$ cat config.mk
export PLATFORM = sky130hd
export DESIGN_NAME = mi_arbiter
export DESIGN_NICKNAME = d
export VERILOG_FILES = /design/src/rtl/mi_arbiter_pkg.sv /design/src/rtl/mi_arbiter_rr_pick.sv /design/src/rtl/mi_arbiter.sv
export SDC_FILE = /design/constraint.sdc
export NUM_CORES = 1
export LEC_CHECK = 0
export ABC_AREA = 1
export BUFFER_PORTS_ARGS = -buffer_cell sky130_fd_sc_hd__buf_2
export CAP_MARGIN = 15
export CORE_AREA = 5 5 105 107
export DETAILED_ROUTE_END_ITERATION = 12
export DIE_AREA = 0 0 110 112
export SYNTH_ARGS = -nofsm -noshare
export SYNTH_HDL_FRONTEND = slang
export SYNTH_SLANG_ARGS = --single-unit
$ cat constraint.sdc
create_clock -name clk -period 2.9 [get_ports clk]
set_input_delay 0.29 -clock clk [delete_from_list [all_inputs] [get_ports clk]]
set_output_delay 0.29 -clock clk [all_outputs]
set_load 0.1 [all_outputs]
$ cat src/rtl/mi_arbiter_pkg.sv
// Shared types for the memory-interface arbiter: FSM state encoding and data width.
package mi_arbiter_pkg;

  localparam int DW = 32;

  typedef enum logic [1:0] {
    ST_IDLE = 2'd0,
    ST_CMD  = 2'd1,
    ST_DATA = 2'd2
  } state_t;

endpackage

$ cat src/rtl/mi_arbiter_rr_pick.sv
// Rotate-priority picker: one-hot winner is the first valid index after the last winner.
// Purely combinational, zero latency; no flow control of its own.
module mi_arb_rr_pick #(
  parameter int N = 2
) (
  input  logic [N-1:0] valid,
  input  logic [N-1:0] last,
  output logic [N-1:0] win
);

  always_comb begin
    int   base;
    logic found;
    base  = N - 1;
    found = 1'b0;
    win   = '0;
    for (int i = 0; i < N; i++) begin
      if (last[i]) base = i;
    end
    for (int k = 1; k <= N; k++) begin
      for (int i = 0; i < N; i++) begin
        if (!found && (i == (base + k) % N) && valid[i]) begin
          win[i] = 1'b1;
          found  = 1'b1;
        end
      end
    end
  end

endmodule

$ cat src/rtl/mi_arbiter.sv
// Round-robin arbiter sharing one memctrl mi_* port among N_REQ burst requesters; MI_ARB_FIXED_PRIO_EN gives requester 0 absolute priority.
// Latency: grant registered, mi_valid one cycle after req_valid; one dead IDLE cycle between bursts.
// Backpressure: command waits on mi_ready; grant held until the last data beat, no pre-emption.
module mi_arbiter
  import mi_arbiter_pkg::*;
#(
  parameter int N_REQ = 2,
  parameter int AW    = 24,
  parameter int LW    = 7
) (
  input  logic                clk,
  input  logic                rst_n,
  input  logic [N_REQ*AW-1:0] req_addr,
  input  logic [N_REQ*LW-1:0] req_len,
  input  logic [N_REQ-1:0]    req_rw,
  input  logic [N_REQ-1:0]    req_valid,
  output logic [N_REQ-1:0]    req_ready,
  input  logic [N_REQ*DW-1:0] req_wdata,
  output logic [N_REQ-1:0]    req_wack,
  output logic [N_REQ-1:0]    req_wlast,
  output logic [DW-1:0]       req_rdata,
  output logic [N_REQ-1:0]    req_rstb,
  output logic [N_REQ-1:0]    req_rlast,
  output logic [AW-1:0]       mi_addr,
  output logic [LW-1:0]       mi_len,
  output logic                mi_rw,
  output logic                mi_valid,
  input  logic                mi_ready,
  output logic [DW-1:0]       mi_wdata,
  input  logic                mi_wack,
  input  logic                mi_wlast,
  input  logic                mi_rstb,
  input  logic                mi_rlast,
  input  logic [DW-1:0]       mi_rdata,
  output logic [N_REQ-1:0]    grant
);

  state_t           state;
  logic [N_REQ-1:0] last_win;
  logic             rw_q;
  logic [N_REQ-1:0] pick_valid;
  logic [N_REQ-1:0] pick_win;
  logic [N_REQ-1:0] win;

  logic             own_valid;
  logic [AW-1:0]    own_addr;
  logic [LW-1:0]    own_len;
  logic             own_rw;
  logic [DW-1:0]    own_wdata;
  logic             in_cmd;
  logic             in_data;
  logic             burst_end;

  // Requester 0 is taken out of the rotation when it has absolute priority.
`ifdef MI_ARB_FIXED_PRIO_EN
  assign pick_valid = {req_valid[N_REQ-1:1], 1'b0};
  assign win        = req_valid[0] ? N_REQ'(1) : pick_win;
`else
  assign pick_valid = req_valid;
  assign win        = pick_win;
`endif

  mi_arb_rr_pick #(.N(N_REQ)) u_pick (
    .valid (pick_valid),
    .last  (last_win),
    .win   (pick_win)
  );

  always_comb begin
    own_valid = 1'b0;
    own_addr  = '0;
    own_len   = '0;
    own_rw    = 1'b0;
    own_wdata = '0;
    for (int i = 0; i < N_REQ; i++) begin
      if (grant[i]) begin
        own_valid = own_valid | req_valid[i];
        own_addr  = own_addr  | req_addr[i*AW +: AW];
        own_len   = own_len   | req_len[i*LW +: LW];
        own_rw    = own_rw    | req_rw[i];
        own_wdata = own_wdata | req_wdata[i*DW +: DW];
      end
    end
  end

  assign in_cmd  = (state == ST_CMD);
  assign in_data = (state == ST_DATA);

  assign mi_valid  = in_cmd & own_valid;
  assign mi_addr   = in_cmd ? own_addr : '0;
  assign mi_len    = in_cmd ? own_len  : '0;
  assign mi_rw     = in_cmd & own_rw;
  assign req_ready = (mi_valid & mi_ready) ? grant : '0;

  // Memctrl strobes only reach the owner, and only while a burst is in flight.
  assign mi_wdata  = in_data ? own_wdata : '0;
  assign req_rdata = in_data ? mi_rdata  : '0;
  assign req_wack  = (in_data & mi_wack)  ? grant : '0;
  assign req_wlast = (in_data & mi_wlast) ? grant : '0;
  assign req_rstb  = (in_data & mi_rstb)  ? grant : '0;
  assign req_rlast = (in_data & mi_rlast) ? grant : '0;

  assign burst_end = in_data & (rw_q ? (mi_rstb & mi_rlast) : (mi_wack & mi_wlast));

  always_ff @(posedge clk or negedge rst_n) begin
    if (!rst_n) begin
      state    <= ST_IDLE;
      grant    <= '0;
      last_win <= {1'b1, {(N_REQ-1){1'b0}}};
      rw_q     <= 1'b0;
    end else begin
      case (state)
        ST_IDLE: begin
          if (|req_valid) begin
            grant <= win;
            state <= ST_CMD;
          end
        end
        ST_CMD: begin
          if (!own_valid) begin
            grant <= '0;
            state <= ST_IDLE;
          end else if (mi_ready) begin
            rw_q  <= own_rw;
            state <= ST_DATA;
          end
        end
        ST_DATA: begin
          if (burst_end) begin
            last_win <= grant;
            grant    <= '0;
            state    <= ST_IDLE;
          end
        end
        default: begin
          grant <= '0;
          state <= ST_IDLE;
        end
      endcase
    end
  end

endmodule
Word-level counts from Yosys, hierarchy flattened
Index checks and enable logic that the tools add are counted.
{"block": "word_totals", "register_bits": 7, "in_bits": 169, "word_cells": 85}
{"block": "op_classes", "n_addsub": 2, "eq_ne": 8, "n_mux": 36, "bitwise_logic": 17, "n_reduce_logical": 18}
{"op": "$mux W32", "n": 5}
{"op": "$mux W24", "n": 3}
{"op": "$logic_not A32 Y1", "n": 2}
{"op": "$add A32 B2 Y32 const B", "n": 1}
{"op": "$add A32 B3 Y32 const B", "n": 1}
{"op": "$or A32 B32 Y32", "n": 1}
{"op": "$or A24 B24 Y24", "n": 1}
{"op": "$mux W2", "n": 11}
{"op": "$mux W7", "n": 3}
{"op": "$and A1 B1 Y1", "n": 12}
{"op": "$mux W1", "n": 12}
{"op": "$pmux W2 S3", "n": 2}
{"op": "$reduce_and A3 Y1", "n": 3}
{"op": "$logic_and A1 B1 Y1", "n": 7}
{"op": "$or A7 B7 Y7", "n": 1}
{"op": "$eq A2 B2 Y1 const A", "n": 2}
{"op": "$ne A2 B2 Y1 const B", "n": 2}
{"op": "$logic_not A1 Y1", "n": 3}
{"op": "$ne A3 B3 Y1 const B", "n": 1}
{"op": "$eq A2 B1 Y1 const B", "n": 1}
{"op": "$eq A2 B2 Y1 const B", "n": 1}
{"op": "$logic_not A2 Y1", "n": 1}
{"op": "$ne A2 B1 Y1 const B", "n": 1}
{"op": "$or A1 B1 Y1", "n": 2}
{"op": "other kinds (2)", "n": 2}

Depth between registers and ports, before layout
Gate-level depths: netlist of the first run.
{"block": "logic_depth", "word_depth": 21, "mapped_depth": 8, "depth_no_buf": 8}

Hierarchy
Synthesis of the first run repeated with hierarchy kept, for this count alone.
{"block": "hier_totals", "hier_cells": 358, "hier_area_um2": 1682.9}
{"module": "mi_arbiter", "instances": 1, "cells_per_inst": 348, "area_each_um2": 1644.1, "seq_area_each_um2": 176.4}
{"module": "mi_arb_rr_pick", "instances": 1, "cells_per_inst": 10, "area_each_um2": 38.8, "seq_area_each_um2": 0.0}

Least setup slack after synthesis of the first run
No wires, ideal clock.
{"block": "synth_path", "path_type": "reg2out", "from": "register grant[1]", "to": "output req_rlast[1]", "arrival_ns": 3.383, "path_slack_ns": -0.773, "stages_incl_launch_ff": 4, "n_path_buf": 1, "path_cell_list": "dfrtp_1 -> buf_4 -> inv_2 -> nor3_1"}
{"block": "synth_between", "elab_chain_len": 1}
{"item": "start: declaration", "line_no": "mi_arbiter.sv:35", "source": "output logic [N_REQ-1:0] grant"}
{"item": "start signal: assignment", "line_no": "mi_arbiter.sv:115", "source": "grant <= win;"}
{"item": "$mux W2", "line_no": "mi_arbiter.sv:101", "source": "assign req_rlast = (in_data & mi_rlast) ? grant : '0;"}
{"item": "end: declaration", "line_no": "mi_arbiter.sv:23", "source": "output logic [N_REQ-1:0] req_rlast,"}
No other way between the ends.

Worst setup path in the final report of the first run
{"block": "layout_path", "from": "register state[0]", "to": "output mi_wdata[24]"}
{"block": "layout_between", "elab_chain_len": 2}
{"item": "start: declaration", "line_no": "mi_arbiter.sv:38", "source": "state_t state;"}
{"item": "start signal: assignment", "line_no": "mi_arbiter.sv:107", "source": "state <= ST_IDLE;"}
{"item": "start signal: assignment", "line_no": "mi_arbiter.sv:116", "source": "state <= ST_CMD;"}
{"item": "start signal: assignment", "line_no": "mi_arbiter.sv:122", "source": "state <= ST_IDLE;"}
{"item": "$eq A2 B2 Y1", "line_no": "mi_arbiter.sv:87", "source": "assign in_data = (state == ST_DATA);"}
{"item": "$mux W32", "line_no": "mi_arbiter.sv:96", "source": "assign mi_wdata = in_data ? own_wdata : '0;"}
{"item": "end: declaration", "line_no": "mi_arbiter.sv:29", "source": "output logic [DW-1:0] mi_wdata,"}
No other way between the ends.

==> run metrics, run 1 <==
status=completed; crit path to=mi_wdata[24]; clk_skew=0.002675 ns; total placed instance area=3382 µm²; worst path bufs/invs=3; die width=110 µm; Post-Place Cells=around 740; Yosys cell types=19; sequential area share after synthesis=10.61%; most frequent cells in the layout=buf_2 (277), nand2_1 (147), a21oi_2 (63); vias in the first global route=2943; clock tree buffer depth=2; crit-path cells=nor2_4, inv_2, buf_12, a21oi_2, buf_2; GRT overflow=0; Filler cells=1166; GRT Total Usage=13.15%; die area=12320 µm²; chip height=about 110 µm; Seq. cell area=between 150 and 200 µm²; max_slew headroom=between 50% and 60%; RSZ-0062 raised after global routing=no; detailed placement HPWL=7732 µm; Yosys reg bits=7; I/O pins=~280; Tcrit/Tclk final=77.89%; Largest stage delay, worst path=0.44 ns; post-route insts no fill=747; R2R cell count=5; post-CTS setup buffers=0; number of diodes=0; wire per inst=12.19 µm; crit end category=output pin; Initial Util=16.55%; pwr/cell area=972.3 nW/µm²; clock sink count=7; Reg-to-Reg Start=grant[1]; Worst-path clk slew=around 0.040 ns; Max VDD drop=0.5472 mV; endpoints failing hold=0; TritonCTS clock tree=built; slowest cell on the critical path=buf_2; max-cap violations=0; antenna violations before repair=0; clock root buffer=clkbuf_8; reg2reg end=rw_q; largest net degree at the start of global routing=49; Crit path depth=5; Core Area=roughly 10000 µm²; Detail Route Antenna Nets=0; routed vias=3002; layout cells sized above 1=60.39%; DR iter-0 viols=138; IO buf count=277; hold_ws=0.3365 ns; DRC viols=0; GP Congestion=between 0.8 and 0.9; Max Clock Freq=0.4427 GHz; slack of the critical path=around 0.64 ns; worst slew pin tran=0.7111 ns; PostCTS Resize Cnt=0; Net count, final=781; wire length of the first global-routing pass=approximately 13000 µm; Area growth syn-to-layout=106.7%; H-tree Lvls=1; DRT Wirelength=slightly above 9000 µm; Hold Crit Class=in2reg; Yosys warning count=0; Setup WS pre-CTS=0.8545 ns; Mapped Cells=between 300 and 400; CP required=between 2 and 3 ns; area of the multi-input gates=1406 µm²; Tmin final=about 2.3 ns; vias per cell=4.019; mean post-synth cell area=about 4.8 µm²; Row Count=37; CP Launch Type=flop; synthesized area=approximately 1700 µm²; family with the most delay on the worst path=buffers and inverters; final setup fails=0; Pre-antenna DRT Iters=4; Critical Path Fanout Max=48; final instance area=approximately 3400 µm²; CP Class=reg2out; critical path arrival=just under 2 ns; LEAKAGE=2.014 nW; commonest non-fill, non-tap cell in the layout=buf_2; worst-skew pair later-pin latency=0.22 ns; worst setup path start=state[0]; syn nets=~520; CTS Buf Count=3; final max-slew violation count=0; final core occ=34.21%; R2R setup slack=about 1.5 ns
==> synthesized netlist by cell type, drive strengths merged <==
cell,number,area share [%]
nand2,150,34
a21oi,64,19
inv,46,10
nor2,38,9.0
buf,22,8.2
nor3,8,4.2
nand3,7,2.1
dfrtp,6,9.0
o21ai,3,1.1
clkbuf,2,0.45
clkinv,1,0.30
dfstp,1,1.6
==> area by class of cell <==
cell class                      count  area share [%]
Clock buffer                        4           1.311
Inverter                           47           5.169
Multi-Input combinational cell    270           40.92
Sequential cell                     7           5.206
Tap cell                          136           4.951
Timing Repair Buffer              283           42.45
==> stage by stage <==
step / total power (W) / setup TNS (ns)
after floorplan: 0.002765 / -1.866
after global placement: 0.003232 / 0
after detailed placement: 0.003232 / 0
after CTS: 0.003380 / 0
after global routing: 0.003528 / 0
final: 0.003342 / 0
==> worst register-to-register path: stages, from the launching register on <==
cell	delay [ns]
dfrtp_2	0.74
buf_12	0.27
nand2_1	0.09
nand2_1	0.06
inv_1	0.07
o21ai_2	0.12
==> cell families (layout without fill, tap and decap cells) <==
group | count (synthesis) | in the layout | share of synthesized area (%)
and+or+nand+nor | 203 | 203 | 49.66
buffers and inverters | 71 | 334 | 19.34
DFF | 7 | 7 | 10.61
AOI/OAI and AO/OA | 67 | 67 | 20.39
==> where the power goes <==
group | internal, W | switching (W)
combinational | 0.000497 | 0.00249
sequential | 0.000145 | 0.0000766
clock | 0.0000951 | 0.0000416
total | 0.000737 | 0.00260
==> flip-flops by register name, summed over array words and instances, names as in the netlist <==
signal and flops:
grant 2, last_win 2, state 2, rw_q 1
==> worst min-delay path by stage <==
stage                        start          end  slack [ns]  depth (start not counted)
after floorplan              rst_n     grant[0]      -0.006                          0
after global placement       rst_n  last_win[0]        0.14                          1
after detailed placement     rst_n  last_win[0]        0.13                          1
after CTS                 mi_ready     state[0]        0.33                          4
after global routing      mi_ready     state[0]        0.34                          4
final                     mi_ready     state[0]        0.34                          4
==> metal layers <==
layer | vias up | GRT usage [%] | part of all wire, %
met5 | - | 0 | 0
met4 | 0 | 1.496 | 0.40
met3 | 4 | 2.319 | 11
met2 | 163 | 25.85 | 51
met1 | 1253 | 14.69 | 38
li1 | 1582 | - | -
==> what timing repair did <==
action	in CTS	in global routing
endpoints found under the setup margin	0	0
hold buffers	1	0
hold endpoints to repair	6	0
Power figures use the tool's default switching activity.
==> inputs of run 2 (changes only) <==
Clock period 2.9 ns to 2 ns, I/O delays scaled along.
==> run 2 against run 1 <==
Effect of this change: via count up 6.8%; clock skew barely moved; sequential share of layout area fell by 1.7 points; worst setup slack got worse by 0.53 ns; critical path type unchanged; critical endpoint is now mi_wdata[5]; largest power group unchanged; highest routed layer unchanged.
==> run metrics, run 2 (synthesis gave the netlist of run 1 again) <==
worst path bufs/invs=4 (+1); wire per inst=14.11 µm (+16%); Net count, final=784 (+0.38%); CP Launch Type=flop; Area growth syn-to-layout=215.5%; CTS Buf Count=3 (unchanged); Tmin final=1.893 ns; crit-path cells=inv_2, nor2_4, inv_6, buf_12, a21oi_4, buf_12; combinational power share=92.2% (+2.9 points); clock root buffer=clkbuf_8; Max VDD drop=0.7573 mV (+38%); total placed instance area=5187 µm² (+53%); CP dominant cell by count=buf_12; pwr/cell area=1235 nW/µm² (+27%); GRT Total Usage=16.04% (+2.9 points); crit end category=output pin; endpoints failing hold=0 (unchanged); vias per cell=4.273 (+6.3%); antenna violations before repair=0 (unchanged); number of diodes=0 (unchanged); Core Area=10050 µm² (unchanged); family with the most delay on the worst path=buffers and inverters; slowest cell on the critical path=inv_6; Max Clock Freq=0.5282 GHz; clk_skew=0.002212 ns (-0.0004635 ns); H-tree Lvls=1 (unchanged); post-CTS setup buffers=0 (unchanged); Hold Crit Class=in2reg; final instance area=5246 µm² (+53%); Seq pwr share=4.7% (-1.9 points); critical path arrival=1.69 ns (-0.28 ns); max-cap violations=0 (unchanged); status=completed; Worst-path clk slew=0.04 ns (about the same); Tcrit/Tclk final=between 90 and 100%; Initial Util=16.55% (unchanged); largest net degree at the start of global routing=43 (-12%); clock sink count=7 (unchanged); die area=12320 µm² (unchanged); max_slew headroom=64.31% (+12 points); worst slew pin tran=0.5354 ns (-0.1757 ns); TritonCTS clock tree=built; most frequent cells in the layout=buf_2 (202), nand2_1 (147), buf_12 (81); GRT overflow=0 (unchanged); LEAKAGE=2.334 nW (+16%); wire length of the first global-routing pass=16020 µm (+20%); Critical Path Fanout Max=42 (-13%); DRC viols=0 (unchanged); P_sw=0.004418 W (+70%); chip height=112 µm (unchanged); switching fraction of total power=68.18% (-9.8 points); detailed placement HPWL=9169 µm (+19%); final setup fails=0 (unchanged); routed vias=3205 (+6.8%); Row Count=37 (unchanged); layout cells sized above 1=66.12% (+5.7 points); commonest non-fill, non-tap cell in the layout=buf_2; biggest regs=grant (2), last_win (2), state (2); cell-internal power=0.002062 W (+180%); CP required=1.80 ns (-0.81 ns); DRT Wirelength=10580 µm (+16%); Clk pwr share=3.1% (-1.0 points); worst-skew pair later-pin latency=0.23 ns (about the same); final max-slew violation count=0 (unchanged); clock tree buffer depth=2 (unchanged); Largest stage delay, worst path=0.40 ns (-0.04 ns); final core occ=52.22% (+18 points); I/O pins=278 (unchanged); die width=110 µm (unchanged); CP Class=reg2out; IO buf count=277 (unchanged); Tot Pwr=0.006480 W (+94%); Pre-antenna DRT Iters=4 (unchanged); RSZ-0062 raised after global routing=no; vias in the first global route=3398 (+15%); Detail Route Antenna Nets=0 (unchanged); DR iter-0 viols=150 (+8.7%); GP Congestion=0.8253 (about the same); Setup WS pre-CTS=0.1933 ns (-0.6612 ns); slack of the critical path=0.1068 ns (-0.5343 ns)
-- run 2: path summary, 6_finish.rpt --
path | start | end | slack [ns] | cells after the start
worst min register to register | last_win[1] | last_win[1] | 0.50 | 2
max in group asynchronous | rst_n | last_win[1] | 1.39 | 2
worst max register to register | grant[0] | rw_q | 0.72 | 7
worst max-delay path | state[1] | mi_wdata[5] | 0.11 | 6
min in group asynchronous | rst_n | state[1] | 0.38 | 2
worst min-delay path | mi_ready | state[0] | 0.25 | 4
-- run 2: cell type report --
class                      count  area, µm²
fill                         941       4800
tap                          136      170.2
clock buffer                   3      41.29
multi-input combinational    270       2002
sequential                     7      183.9
timing repair buffer         286       2658
inverter                      47      186.4
clock inverter                 1      5.005
-- run 2: what timing repair did --
| action | 4_1_cts | 5_1_grt |
|---|---|---|
| endpoints found under the setup margin | 32 | 0 |
| endpoints found under the hold margin | 6 | 0 |
| hold buffers | 1 | 0 |
| resized for setup | 1 | 0 |
-- run 2: layer usage --
layer,up-vias,share of wire (%),global-route usage (%)
met1,1425,32,15.30
met5,-,0,0
li1,1590,-,-
met2,177,54,32.48
met4,0,1.8,3.990
met3,13,12,4.290
-- run 2: power groups by stage --
stage	logic, W	clock network [W]	registers [W]
after floorplan	0.00420	0	0.000387
after global placement	0.00596	0	0.000308
after detailed placement	0.00603	0	0.000309
after CTS	0.00605	0.000201	0.000308
after global routing	0.00626	0.000208	0.000322
final	0.00598	0.000198	0.000306
-- run 2: worst min-delay path, cell delays in order --
cell and delay (ns):
buf_2 0.09, inv_1 0.03, nand2_1 0.05, a21oi_1 0.06
-- run 2: stage by stage --
step                instances  TNS, ns  hold slack (ns)
CTS                       750        0           0.2506
finish                    750        0           0.2511
floorplan                 348  -0.9249         -0.09559
global route              750        0           0.2768
global placement          745        0          0.03966
detailed placement        745        0          0.04267
==> inputs of run 3 (changes only) <==
Settings changed: MAX_ROUTING_LAYER set to met4.
==> run 3 against run 2 <==
Effect of this change: fmax is essentially flat; clock skew grew 0.00089 ns; worst setup slack gained 0.0011 ns; global-route usage grew 0.44 points; final cell count is the same; critical endpoint unchanged; largest cell class unchanged.
==> run metrics, run 3 (synthesis gave the netlist of run 1 again) <==
IO buf count=277 (unchanged); Max Clock Freq=0.5285 GHz (about the same); wire length of the first global-routing pass=15970 µm (-0.30%); P_sw=0.004422 W (about the same); slack of the critical path=0.1079 ns (+0.001137 ns); DRC viols=0 (unchanged); max_slew headroom=64.37% (+0.065 points); pwr/cell area=1236 nW/µm² (about the same); Filler cells=941 (unchanged); endpoints failing hold=0 (unchanged); Row Count=37 (unchanged); status=completed; GRT overflow=0 (unchanged); Setup WS pre-CTS=0.1933 ns (unchanged); clock tree buffer depth=2 (unchanged); critical path arrival=1.69 ns (about the same); detailed placement HPWL=9169 µm (unchanged); DR iter-0 viols=174 (+16%); clock root buffer=clkbuf_8; Area growth syn-to-layout=215.5% (unchanged); antenna violations before repair=0 (unchanged); biggest regs=grant (2), last_win (2), state (2); number of diodes=0 (unchanged); Post-Place Cells=745 (unchanged); Clk pwr share=3.1% (about the same); TritonCTS clock tree=built; worst path bufs/invs=4 (unchanged); Tcrit/Tclk final=94.60% (about the same); Setup TNS=0 ns (unchanged); global-route track usage on met2=32.40% (-0.081 points); slowest cell on the critical path=inv_6; clock sink count=7 (unchanged); worst slew pin tran=0.5344 ns (-0.0009671 ns); die width=110 µm (unchanged); wire per inst=14.13 µm (+0.14%); cell-internal power=0.002062 W (about the same); CP Class=reg2out; chip height=112 µm (unchanged); GR Util met1=15.90% (+0.59 points); vias in the first global route=3400 (+0.059%); final setup fails=0 (unchanged); LEAKAGE=2.334 nW (unchanged); H-tree Lvls=1 (unchanged); post-CTS setup buffers=0 (unchanged); Pre-antenna DRT Iters=4 (unchanged); Max VDD drop=0.7577 mV (about the same); combinational power share=92.2% (about the same); clk_skew=0.003097 ns (+0.0008857 ns); GRT Total Usage=16.47% (+0.44 points); I/O pins=278 (unchanged); Largest stage delay, worst path=0.40 ns (about the same); most frequent cells in the layout=buf_2 (202), nand2_1 (147), buf_12 (81); die area=12320 µm² (unchanged); family with the most delay on the worst path=buffers and inverters; Worst-path clk slew=0.04 ns (about the same); max-cap violations=0 (unchanged); commonest non-fill, non-tap cell in the layout=buf_2; CP Launch Type=flop; crit end category=output pin; CTS Buf Count=3 (unchanged); vias per cell=4.285 (+0.28%); final max-slew violation count=0 (unchanged); Seq pwr share=4.7% (about the same); GR met3 Demand/Resource=3.130% (-1.2 points); post-route insts no fill=750 (unchanged); layout cells sized above 1=66.12% (unchanged); Detail Route Antenna Nets=0 (unchanged); Core Area=10050 µm² (unchanged); Tmin final=1.892 ns (-0.001137 ns); CP required=1.80 ns (about the same); routed vias=3214 (+0.28%); RSZ-0062 raised after global routing=no; Initial Util=16.55% (unchanged); GP Congestion=0.8378 (+1.5%); crit-path cells=inv_2, nor2_4, inv_6, buf_12, a21oi_4, buf_12; CP dominant cell by count=buf_12; grt peak-use layer=met2; worst-skew pair later-pin latency=0.23 ns (about the same); largest net degree at the start of global routing=43 (unchanged); switching fraction of total power=68.20% (about the same); DRT Wirelength=10600 µm (+0.14%); Net count, final=784 (unchanged); Critical Path Fanout Max=42 (unchanged); Hold Crit Class=in2reg
-- run 3: cell counts in the layout (fill, tap and decap cells not counted) --
Identical to the previous run, type by type.
-- run 3: final timing paths --
kind / start / depth (start not counted) / slack (ns) / to
min in group asynchronous: rst_n / 2 / 0.38 / state[1]
hold / removal: mi_ready / 4 / 0.25 / state[0]
setup / recovery: state[1] / 6 / 0.11 / mi_wdata[5]
hold reg to reg: last_win[1] / 2 / 0.50 / last_win[1]
setup reg to reg: grant[0] / 7 / 0.73 / rw_q
max in group asynchronous: rst_n / 2 / 1.39 / last_win[1]
-- run 3: routing by layer --
metal / vias to the layer above / wire length, µm / part of all wire, %
li1: 1591 / - / -
met1: 1429 / 3531 / 33
met2: 179 / 5717 / 54
met3: 15 / 1139 / 11
met4: 0 / 210 / 2.0
met5: - / 0 / 0
-- run 3: cell type report --
cell class              count  area, µm²  area share, %
inverters                  47      186.4          3.554
clock buffers               3      41.29         0.7870
well taps                 136      170.2          3.243
repair buffers            286       2658          50.66
flip-flops and latches      7      183.9          3.506
clock inverters             1      5.005        0.09540
multi-input cells         270       2002          38.16
-- run 3: metrics by stage --
stage               utilization [%]  hold WS [ns]  area (µm²)  total power, W
floorplan                         -      -0.09559        2506        0.004586
global placement              51.64       0.03966        5187        0.006269
detailed placement            51.64       0.04267        5187        0.006344
CTS                           52.22        0.2506        5246        0.006559
global route                  52.22        0.2768        5246        0.006787
finish                        52.22        0.2488        5246        0.006484
-- run 3: worst reg2reg max path: cells and delay by family (launching register included) --
family,cells,cell delay (ns)
flip-flops,1,0.55
buffers and inverters,1,0.07
AND/OR/NAND/NOR,5,0.53
AO/OA/AOI/OAI,1,0.06
-- run 3: power groups by stage --
stage                     sequential, W  clock (W)  combinational [W]
after floorplan                0.000387          0            0.00420
after global placement         0.000308          0            0.00596
after detailed placement       0.000309          0            0.00603
after CTS                      0.000308   0.000201            0.00605
after global routing           0.000322   0.000208            0.00626
final                          0.000305   0.000200            0.00598
-- run 3: repair_timing --
| item | CTS | global route |
|---|---|---|
| hold buffers | 1 | 0 |
| endpoints found under the hold margin | 6 | 0 |
| resized for setup | 1 | 0 |
| setup endpoints to repair | 32 | 0 |
